File: src/rtl/i2s_rx_param.sv
// i2s_rx_param: I2S / left-justified stereo receiver.
// Oversamples sck/ws/sd on the system clock, assembles left-aligned
// left/right words and presents each completed pair on a valid/ready
// output with a sticky overrun flag for pairs dropped under backpressure.
module i2s_rx_param #(
    parameter int DATA_WIDTH  = 32,
    parameter int LJ_MODE     = 0,
    parameter int SYNC_STAGES = 2
) (
    input  logic                  clk,
    input  logic                  rst_n,
    input  logic                  sck,
    input  logic                  ws,
    input  logic                  sd,
    input  logic                  en,
    output logic                  out_valid,
    input  logic                  out_ready,
    output logic [DATA_WIDTH-1:0] out_left,
    output logic [DATA_WIDTH-1:0] out_right,
    output logic [5:0]            slot_len,
    output logic                  overrun,
    input  logic                  clr_overrun
);

    typedef enum logic [1:0] {
        IDLE      = 2'd0,
        WAIT_LEFT = 2'd1,
        RX_LEFT   = 2'd2,
        RX_RIGHT  = 2'd3
    } state_t;

    localparam bit                  LJ      = (LJ_MODE != 0);
    localparam logic [DATA_WIDTH-1:0] MSB_ONE = {1'b1, {(DATA_WIDTH-1){1'b0}}};
    localparam logic [DATA_WIDTH-1:0] ZERO_W  = {DATA_WIDTH{1'b0}};

    logic [SYNC_STAGES-1:0] sck_sync_r, ws_sync_r, sd_sync_r;
    logic                   sck_prev_r, ws_prev_r;
    logic                   sck_s, ws_s, sd_s, strobe_s, ws_chg_s;

    state_t                 state_r, state_nxt;
    logic [DATA_WIDTH-1:0]  sh_r, sh_nxt, left_r, left_nxt;
    logic [5:0]             cnt_r, cnt_nxt, slot_len_r, slot_len_nxt;

    logic [DATA_WIDTH-1:0]  sh_ins_s, close_word_s, open_sh_s;
    logic [5:0]             cnt_inc_s, close_len_s, open_cnt_s;
    logic                   push_s, ovr_set_s;

    logic                   out_valid_r, overrun_r;
    logic [DATA_WIDTH-1:0]  out_left_r, out_right_r;

    // Synchronise the asynchronous I2S inputs and remember the previous sck level.
    always_ff @(posedge clk or negedge rst_n) begin
        if (!rst_n) begin
            sck_sync_r <= {SYNC_STAGES{1'b0}};
            ws_sync_r  <= {SYNC_STAGES{1'b0}};
            sd_sync_r  <= {SYNC_STAGES{1'b0}};
            sck_prev_r <= 1'b0;
        end else begin
            sck_sync_r <= {sck_sync_r[SYNC_STAGES-2:0], sck};
            ws_sync_r  <= {ws_sync_r[SYNC_STAGES-2:0], ws};
            sd_sync_r  <= {sd_sync_r[SYNC_STAGES-2:0], sd};
            sck_prev_r <= sck_s;
        end
    end

    assign sck_s    = sck_sync_r[SYNC_STAGES-1];
    assign ws_s     = ws_sync_r[SYNC_STAGES-1];
    assign sd_s     = sd_sync_r[SYNC_STAGES-1];
    assign strobe_s = sck_s & ~sck_prev_r;
    assign ws_chg_s = strobe_s & (ws_s ^ ws_prev_r);

    // Track ws as seen on the previous sck rise for change detection.
    always_ff @(posedge clk or negedge rst_n) begin
        if (!rst_n) begin
            ws_prev_r <= 1'b0;
        end else if (strobe_s) begin
            ws_prev_r <= ws_s;
        end
    end

    // Slot arithmetic: the bit goes in at the MSB-first position given by the
    // count, so short slots leave zero LSBs and long slots fall off the end.
    // In Philips mode the change-strobe bit closes the old slot; in
    // left-justified mode it opens the new one as its MSB.
    always_comb begin
        sh_ins_s     = sd_s ? (sh_r | (MSB_ONE >> cnt_r)) : sh_r;
        cnt_inc_s    = (cnt_r == 6'd63) ? 6'd63 : (cnt_r + 6'd1);
        close_word_s = LJ ? sh_r  : sh_ins_s;
        close_len_s  = LJ ? cnt_r : cnt_inc_s;
        open_sh_s    = (LJ && sd_s) ? MSB_ONE : ZERO_W;
        open_cnt_s   = LJ ? 6'd1 : 6'd0;
    end

    // Receiver FSM: next state, shift/count, left latch and pair push.
    always_comb begin
        state_nxt    = state_r;
        sh_nxt       = sh_r;
        cnt_nxt      = cnt_r;
        left_nxt     = left_r;
        slot_len_nxt = slot_len_r;
        push_s       = 1'b0;
        if (!en) begin
            state_nxt = IDLE;
            sh_nxt    = ZERO_W;
            cnt_nxt   = 6'd0;
        end else begin
            case (state_r)
                IDLE: begin
                    state_nxt = WAIT_LEFT;
                end
                WAIT_LEFT: begin
                    if (strobe_s && ws_prev_r && !ws_s) begin
                        state_nxt = RX_LEFT;
                        sh_nxt    = open_sh_s;
                        cnt_nxt   = open_cnt_s;
                    end else begin
                        state_nxt = WAIT_LEFT;
                    end
                end
                RX_LEFT, RX_RIGHT: begin
                    if (ws_chg_s) begin
                        slot_len_nxt = close_len_s;
                        sh_nxt       = open_sh_s;
                        cnt_nxt      = open_cnt_s;
                        if (state_r == RX_LEFT) begin
                            left_nxt  = close_word_s;
                            state_nxt = RX_RIGHT;
                        end else begin
                            push_s    = 1'b1;
                            state_nxt = RX_LEFT;
                        end
                    end else if (strobe_s) begin
                        sh_nxt  = sh_ins_s;
                        cnt_nxt = cnt_inc_s;
                    end else begin
                        state_nxt = state_r;
                    end
                end
                default: begin
                    state_nxt = IDLE;
                end
            endcase
        end
    end

    // Receiver state and datapath registers.
    always_ff @(posedge clk or negedge rst_n) begin
        if (!rst_n) begin
            state_r    <= IDLE;
            sh_r       <= ZERO_W;
            cnt_r      <= 6'd0;
            left_r     <= ZERO_W;
            slot_len_r <= 6'd0;
        end else begin
            state_r    <= state_nxt;
            sh_r       <= sh_nxt;
            cnt_r      <= cnt_nxt;
            left_r     <= left_nxt;
            slot_len_r <= slot_len_nxt;
        end
    end

    assign ovr_set_s = push_s & out_valid_r & ~out_ready;

    // Output holding stage: load on push when free or draining, else drop and flag.
    always_ff @(posedge clk or negedge rst_n) begin
        if (!rst_n) begin
            out_valid_r <= 1'b0;
            out_left_r  <= ZERO_W;
            out_right_r <= ZERO_W;
            overrun_r   <= 1'b0;
        end else begin
            if (push_s && (!out_valid_r || out_ready)) begin
                out_valid_r <= 1'b1;
                out_left_r  <= left_r;
                out_right_r <= close_word_s;
            end else if (out_valid_r && out_ready) begin
                out_valid_r <= 1'b0;
            end
            if (ovr_set_s) begin
                overrun_r <= 1'b1;
            end else if (clr_overrun) begin
                overrun_r <= 1'b0;
            end
        end
    end

    assign out_valid = out_valid_r;
    assign out_left  = out_left_r;
    assign out_right = out_right_r;
    assign slot_len  = slot_len_r;
    assign overrun   = overrun_r;

endmodule
File: config.mk
export PLATFORM = sky130hd
export DESIGN_NAME = i2s_rx_param
export DESIGN_NICKNAME = d
export VERILOG_FILES = /design/src/rtl/i2s_rx_param.sv
export SDC_FILE = /design/constraint.sdc
export NUM_CORES = 1
export LEC_CHECK = 0
export CORE_UTILIZATION = 59
export CTS_CLUSTER_DIAMETER = 50
export DETAILED_ROUTE_END_ITERATION = 10
export PLACE_DENSITY = 0.84
export SKIP_CTS_REPAIR_TIMING = 1
export SLEW_MARGIN = 20
export SYNTH_ARGS = -nofsm -noshare
export SYNTH_HDL_FRONTEND = slang
export SYNTH_SLANG_ARGS = --single-unit
File: constraint.sdc
create_clock -name clk -period 2.5 [get_ports clk]
set_input_delay 0.75 -clock clk [delete_from_list [all_inputs] [get_ports clk]]
set_output_delay 0.75 -clock clk [all_outputs]
set_load 0.05 [all_outputs]
=== Word level (Yosys, flattened, before mapping) ===
Cells that the tools add are included.

* Flip-flop bits (word level): 152
* Bits of input ports: 8
* Output and inout bits: 72
* Word-level logic and storage cells: 71

* Add/subtract/negate cells: 1
* Equal/unequal tests: 8
* Shifts and indexed selects: 1
* Mux-type cells: 25
* Bitwise gates (word level): 8
* Reductions and logical operators: 14

{| class="wikitable"
|+ Operators by type and width
! kind !! count
|-
| 2-to-1 mux 32 bit || 5
|-
| case mux 32 bit (2 select lines) || 1
|-
| bitwise OR 32 bit || 1
|-
| >> shifter 32 x 6 -> 32 bit (first input constant) || 1
|-
| 2-to-1 mux 6 bit || 5
|-
| case mux 6 bit (2 select lines) || 1
|-
| 2-to-1 mux 1 bit || 9
|-
| adder 6 x 1 -> 6 bit (second input constant) || 1
|-
| == test 6 bit (second input constant) || 1
|-
| 2-to-1 mux 2 bit || 3
|-
| inequality test 3 bit (second input constant) || 2
|-
| case mux 2 bit (3 select lines) || 1
|-
| AND reduction 3 bit || 2
|-
| bitwise AND 1 bit || 4
|-
| == test 2 bit (second input constant) || 2
|-
| logical AND 1 bit || 4
|-
| inequality test 4 bit (second input constant) || 1
|-
| AND reduction 4 bit || 1
|-
| nonzero test 2 bit || 2
|-
| inequality test 3 x 1 -> 1 bit (second input constant) || 1
|-
| == test 2 x 1 -> 1 bit (second input constant) || 1
|-
| zero test 1 bit || 2
|-
| zero test 2 bit || 1
|-
| NOT 1 bit || 2
|-
| other kinds (3) || 3
|}

=== Depth between registers and ports, before layout ===
* Word-level depth: 9
* Depth in mapped cells: 8
* Depth with buffers taken out: 5

=== Least setup slack after synthesis ===
Ideal clock, no wire load.

* Kind: input to register
* Start point: input port en
* End point: register out_left_r[10] (netlist: out_left[10])
* Setup time: 0.125 ns
* Data arrival time: 1.892 ns
* Data required time: 2.375 ns
* Path slack: 0.483 ns
* Stages: 6
* Buffers on the path: 3
* Cells stage by stage: buf_2 nand4b_2 nand4bb_1 buf_2 buf_6 mux2_4

* Word-level cells in the longest chain between the ends: 2

{| class="wikitable"
|+ Ends and longest elaborated chain
! item !! RTL line !! RTL
|-
| start, declared || 15 || <nowiki>input logic en,</nowiki>
|-
| 2-to-1 mux 1 bit || 102 || <nowiki>if (!en) begin</nowiki>
|-
| logical AND 1 bit || 173 || <nowiki>if (push_s && (!out_valid_r || out_ready)) begin</nowiki>
|-
| end signal, assigned || 175 || <nowiki>out_left_r <= left_r;</nowiki>
|-
| end, declared || 49 || <nowiki>logic [DATA_WIDTH-1:0] out_left_r, out_right_r;</nowiki>
|}

Every way passes these cells.
A chain may end at the register's enable or synchronous reset.

=== Worst setup path in the final report ===
* Start point: register out_right_r[13] (netlist: out_right[13])
* End point: output port out_right[13]

{| class="wikitable"
|+ RTL lines
! item !! RTL line !! RTL
|-
| start, declared || 49 ||
|-
| start signal, assigned || 176 || <nowiki>out_right_r <= close_word_s;</nowiki>
|-
| end, declared || 19 || <nowiki>output logic [DATA_WIDTH-1:0] out_right,</nowiki>
|}

No word-level cell between the ends.

==> impl_metrics.ini <==
[routing]
dr.pass1.iters = 6
drt_iter0_markers = 315
wire_per_inst_um = 17.6
drc_errors = 0
vias_per_cell = 5.93
vias = 4538
drt-total-wl_mm = 13.5
final_antenna_net_count = 0

[synthesis]
synth.ff_latch_count = 152
synth_ff_type = dfrtp_1
async_flop_share = 1.00
syn_nets = 554
ys_seq_area_frac = 0.612
yosys.cell_types.count = 43
avgSynthCellArea_um2 = 11.5
synth_edf_count = 0
netlist_instances = 540
syn-cell-area_mm2 = 0.00621
ys_warn_count = 0

[worst_setup_path]
r2r_setup_slack_ns = 0.49
startpoint_type = flop
crit_family = buffers and inverters
r2r_start = cnt_r[4]$_DFFE_PN0P_
crit_arrival_ns = 1.71
slowest_stage = clkdlybuf4s50_1
r2r_end = left_r[11]$_DFFE_PN0P_
worst-path-max-fanout = 2
max_stage_delay_ns = 0.82
worst-r2r-cell-count = 4
crit_buf_inv = 1
crit_type = flop to primary output
critPathCaptureType = primary output
path_cells = clkdlybuf4s50_1
cp.required_ns = 1.75
cp.depth = 1

[timing]
rsz0062_at_grt = no
fin_worst_skew_ns = 0.00964
maxSlewHeadroom = 0.456
fin_crit_sh = 0.986
fin_tns_setup_ns = 0
maxSlewViolCount = 0
finalHoldViolCount = 0
finalSetupViolCount = 0
fmax_mhz = 406
tightest_slew_ns = 0.813
post-route-min-period_ns = 2.46

[pwr]
swShare = 0.226
p_leak_uw = 0.00374
power.internal_uw = 4160
vdd_drop_max_v = 0.000492
finalPower_uw = 5370
share_comb_of_total_power = 0.045
switching_power_uw = 1220
cellPowerDensity_mw_per_mm2 = 692
clkPwrFrac = 0.479
pwr-share-seq = 0.476

[placed_design]
gp_congestion = 0.833
dp_hpwl_mm = 8.34
io_buffers = 79

[grt]
groute.usage.overall = 0.265
grt_pass1_vias = 4464
antenna_found_initial = 0
globalRoute.totalOverflow = 0
grt_start_max_net_pins = 97
grt_pass1_wl_mm = 22.5

[finish]
nets = 630
fillCellCount = 652
num_antenna_cells = 0
area_delta_synth_final_pct = 24.9
drive_gt1_frac = 0.145

[flow_run]
cap_violations = 0

[clock_network]
cts_tree = done
path_clk_slew_ns = 0.07
cts_made_buffers = 17
cts-root-buf = clkbuf_8
max-clock-path-buffers = 2
cts.sinks = 152
clock_latency_ns = 0.53
h-tree-depth = 4

[hold_path]
hold_path.class = primary input to async pin

[status]
status = complete, no violations

[floorplanning]
die_area_mm2 = 0.0109
start_util = 0.605
dieWidth_um = 105
core-area_mm2 = 0.0103
ios = 80
fp.dieH_um = 105
std_cell_rows = 37
sequential cells by signal (all words and copies together), names as in the netlist:
register / count
cnt_r: 6
sck_prev_r: 1
sd_sync_r: 2
sh_r: 32
out_left: 32
left_r: 32
slot_len: 6
state_r: 2
sck_sync_r: 2
overrun: 1
ws_sync_r: 2
out_right: 32
ws_prev_r: 1
out_valid: 1
cell usage after synthesis (2+ instances only):
cell,n,area (µm²)
mux2_4,32,480
ha_1,6,75.1
clkbuf_1,5,18.8
xor2_1,2,17.5
o21ai_1,14,70.1
nor3b_2,3,37.5
clkbuf_2,3,15.0
o21ai_0,24,120
nand2b_1,4,25.0
buf_6,8,90.1
nand3_1,4,20.0
nor4bb_1,3,30.0
nor2_1,73,274
a31oi_1,37,231
dfrtp_1,152,3800
inv_1,5,18.8
buf_1,2,7.51
a21oi_1,71,355
nor2b_1,5,31.3
and2_0,2,12.5
a22o_1,4,35.0
buf_2,18,90.1
nand2_1,43,161
worst max path at each step:
stage	from	endpoint	slack, ns
floorplan	en	out_left[10]$_DFFE_PN0P_	0.48
global placement	en	out_left[10]$_DFFE_PN0P_	0.13
detailed placement	en	out_left[10]$_DFFE_PN0P_	0.09
CTS	out_left[6]$_DFFE_PN0P_	out_left[6]	0.003
global route	out_right[13]$_DFFE_PN0P_	out_right[13]	0.0006
finish	out_right[13]$_DFFE_PN0P_	out_right[13]	0.04
metal layers:
layer / vias to the layer above / routed length [µm] / GRT usage
met2: 193 / 6960 / 0.426
li1: 2044 / - / -
met5: - / 0 / 0
met1: 2266 / 5430 / 0.350
met4: 0 / 275 / 0.0915
met3: 35 / 835 / 0.0736
power groups by stage:
stage          registers, µW  logic (µW)  clock network [µW]
2_1_floorplan           2620         101                   0
3_3_place_gp            2600         233                   0
3_5_place_dp            2600         241                   0
4_1_cts                 2560         247                2590
5_1_grt                 2560         270                2710
6_report                2560         243                2570
area by class of cell:
type / count / area, µm² / area share
inverters: 5 / 18.8 / 0.00242
flip-flops and latches: 152 / 3800 / 0.490
multi-input cells: 346 / 2180 / 0.281
well taps: 136 / 170 / 0.0219
clock inverters: 13 / 169 / 0.0218
repair buffers: 94 / 987 / 0.127
clock buffers: 19 / 432 / 0.0556
cell usage in the layout (no fill, tap or decap), drive strengths merged, types with 2 or more instances in the layout:
cell | Yosys | layout
a21oi | 71 | 71
a22o | 4 | 4
a31oi | 37 | 37
and2 | 2 | 2
buf | 29 | 16
bufinv | 0 | 3
clkbuf | 8 | 19
clkdlybuf4s50 | 0 | 70
clkinv | 0 | 3
clkinvlp | 0 | 4
dfrtp | 152 | 152
dlymetal6s2s | 0 | 8
ha | 6 | 6
inv | 5 | 8
mux2 | 33 | 33
nand2 | 43 | 43
nand2b | 4 | 4
nand3 | 4 | 4
nand4b | 2 | 2
nor2 | 74 | 74
nor2b | 5 | 5
nor3 | 2 | 2
nor3b | 3 | 3
nor4bb | 3 | 3
o21ai | 38 | 38
xor2 | 2 | 2
cells by family (layout without fill, tap and decap cells):
group | Yosys count | after routing | share of synthesized area
mux | 33 | 33 | 0.0791
simple gates | 148 | 148 | 0.113
xor+xnor | 3 | 3 | 0.00544
buf+inv | 42 | 131 | 0.0399
flops | 152 | 152 | 0.612
compound gates | 156 | 156 | 0.139
fa+ha+maj | 6 | 6 | 0.0121
through the flow:
| step | hold slack (ns) | utilization | std cells | cell area, µm² | worst slack, ns |
|---|---|---|---|---|---|
| final | 0.108 | 0.755 | 765 | 7760 | 0.0360 |
| after global routing | 0.124 | 0.755 | 765 | 7760 | 0.000609 |
| after CTS | 0.118 | 0.753 | 765 | 7740 | 0.00311 |
| after detailed placement | 0.339 | 0.695 | 733 | 7140 | 0.0936 |
| after global placement | 0.333 | 0.695 | 733 | 7140 | 0.127 |
| after floorplan | 0.331 | - | 540 | 6210 | 0.483 |
Note: power is estimated with default switching activity, not from simulation.
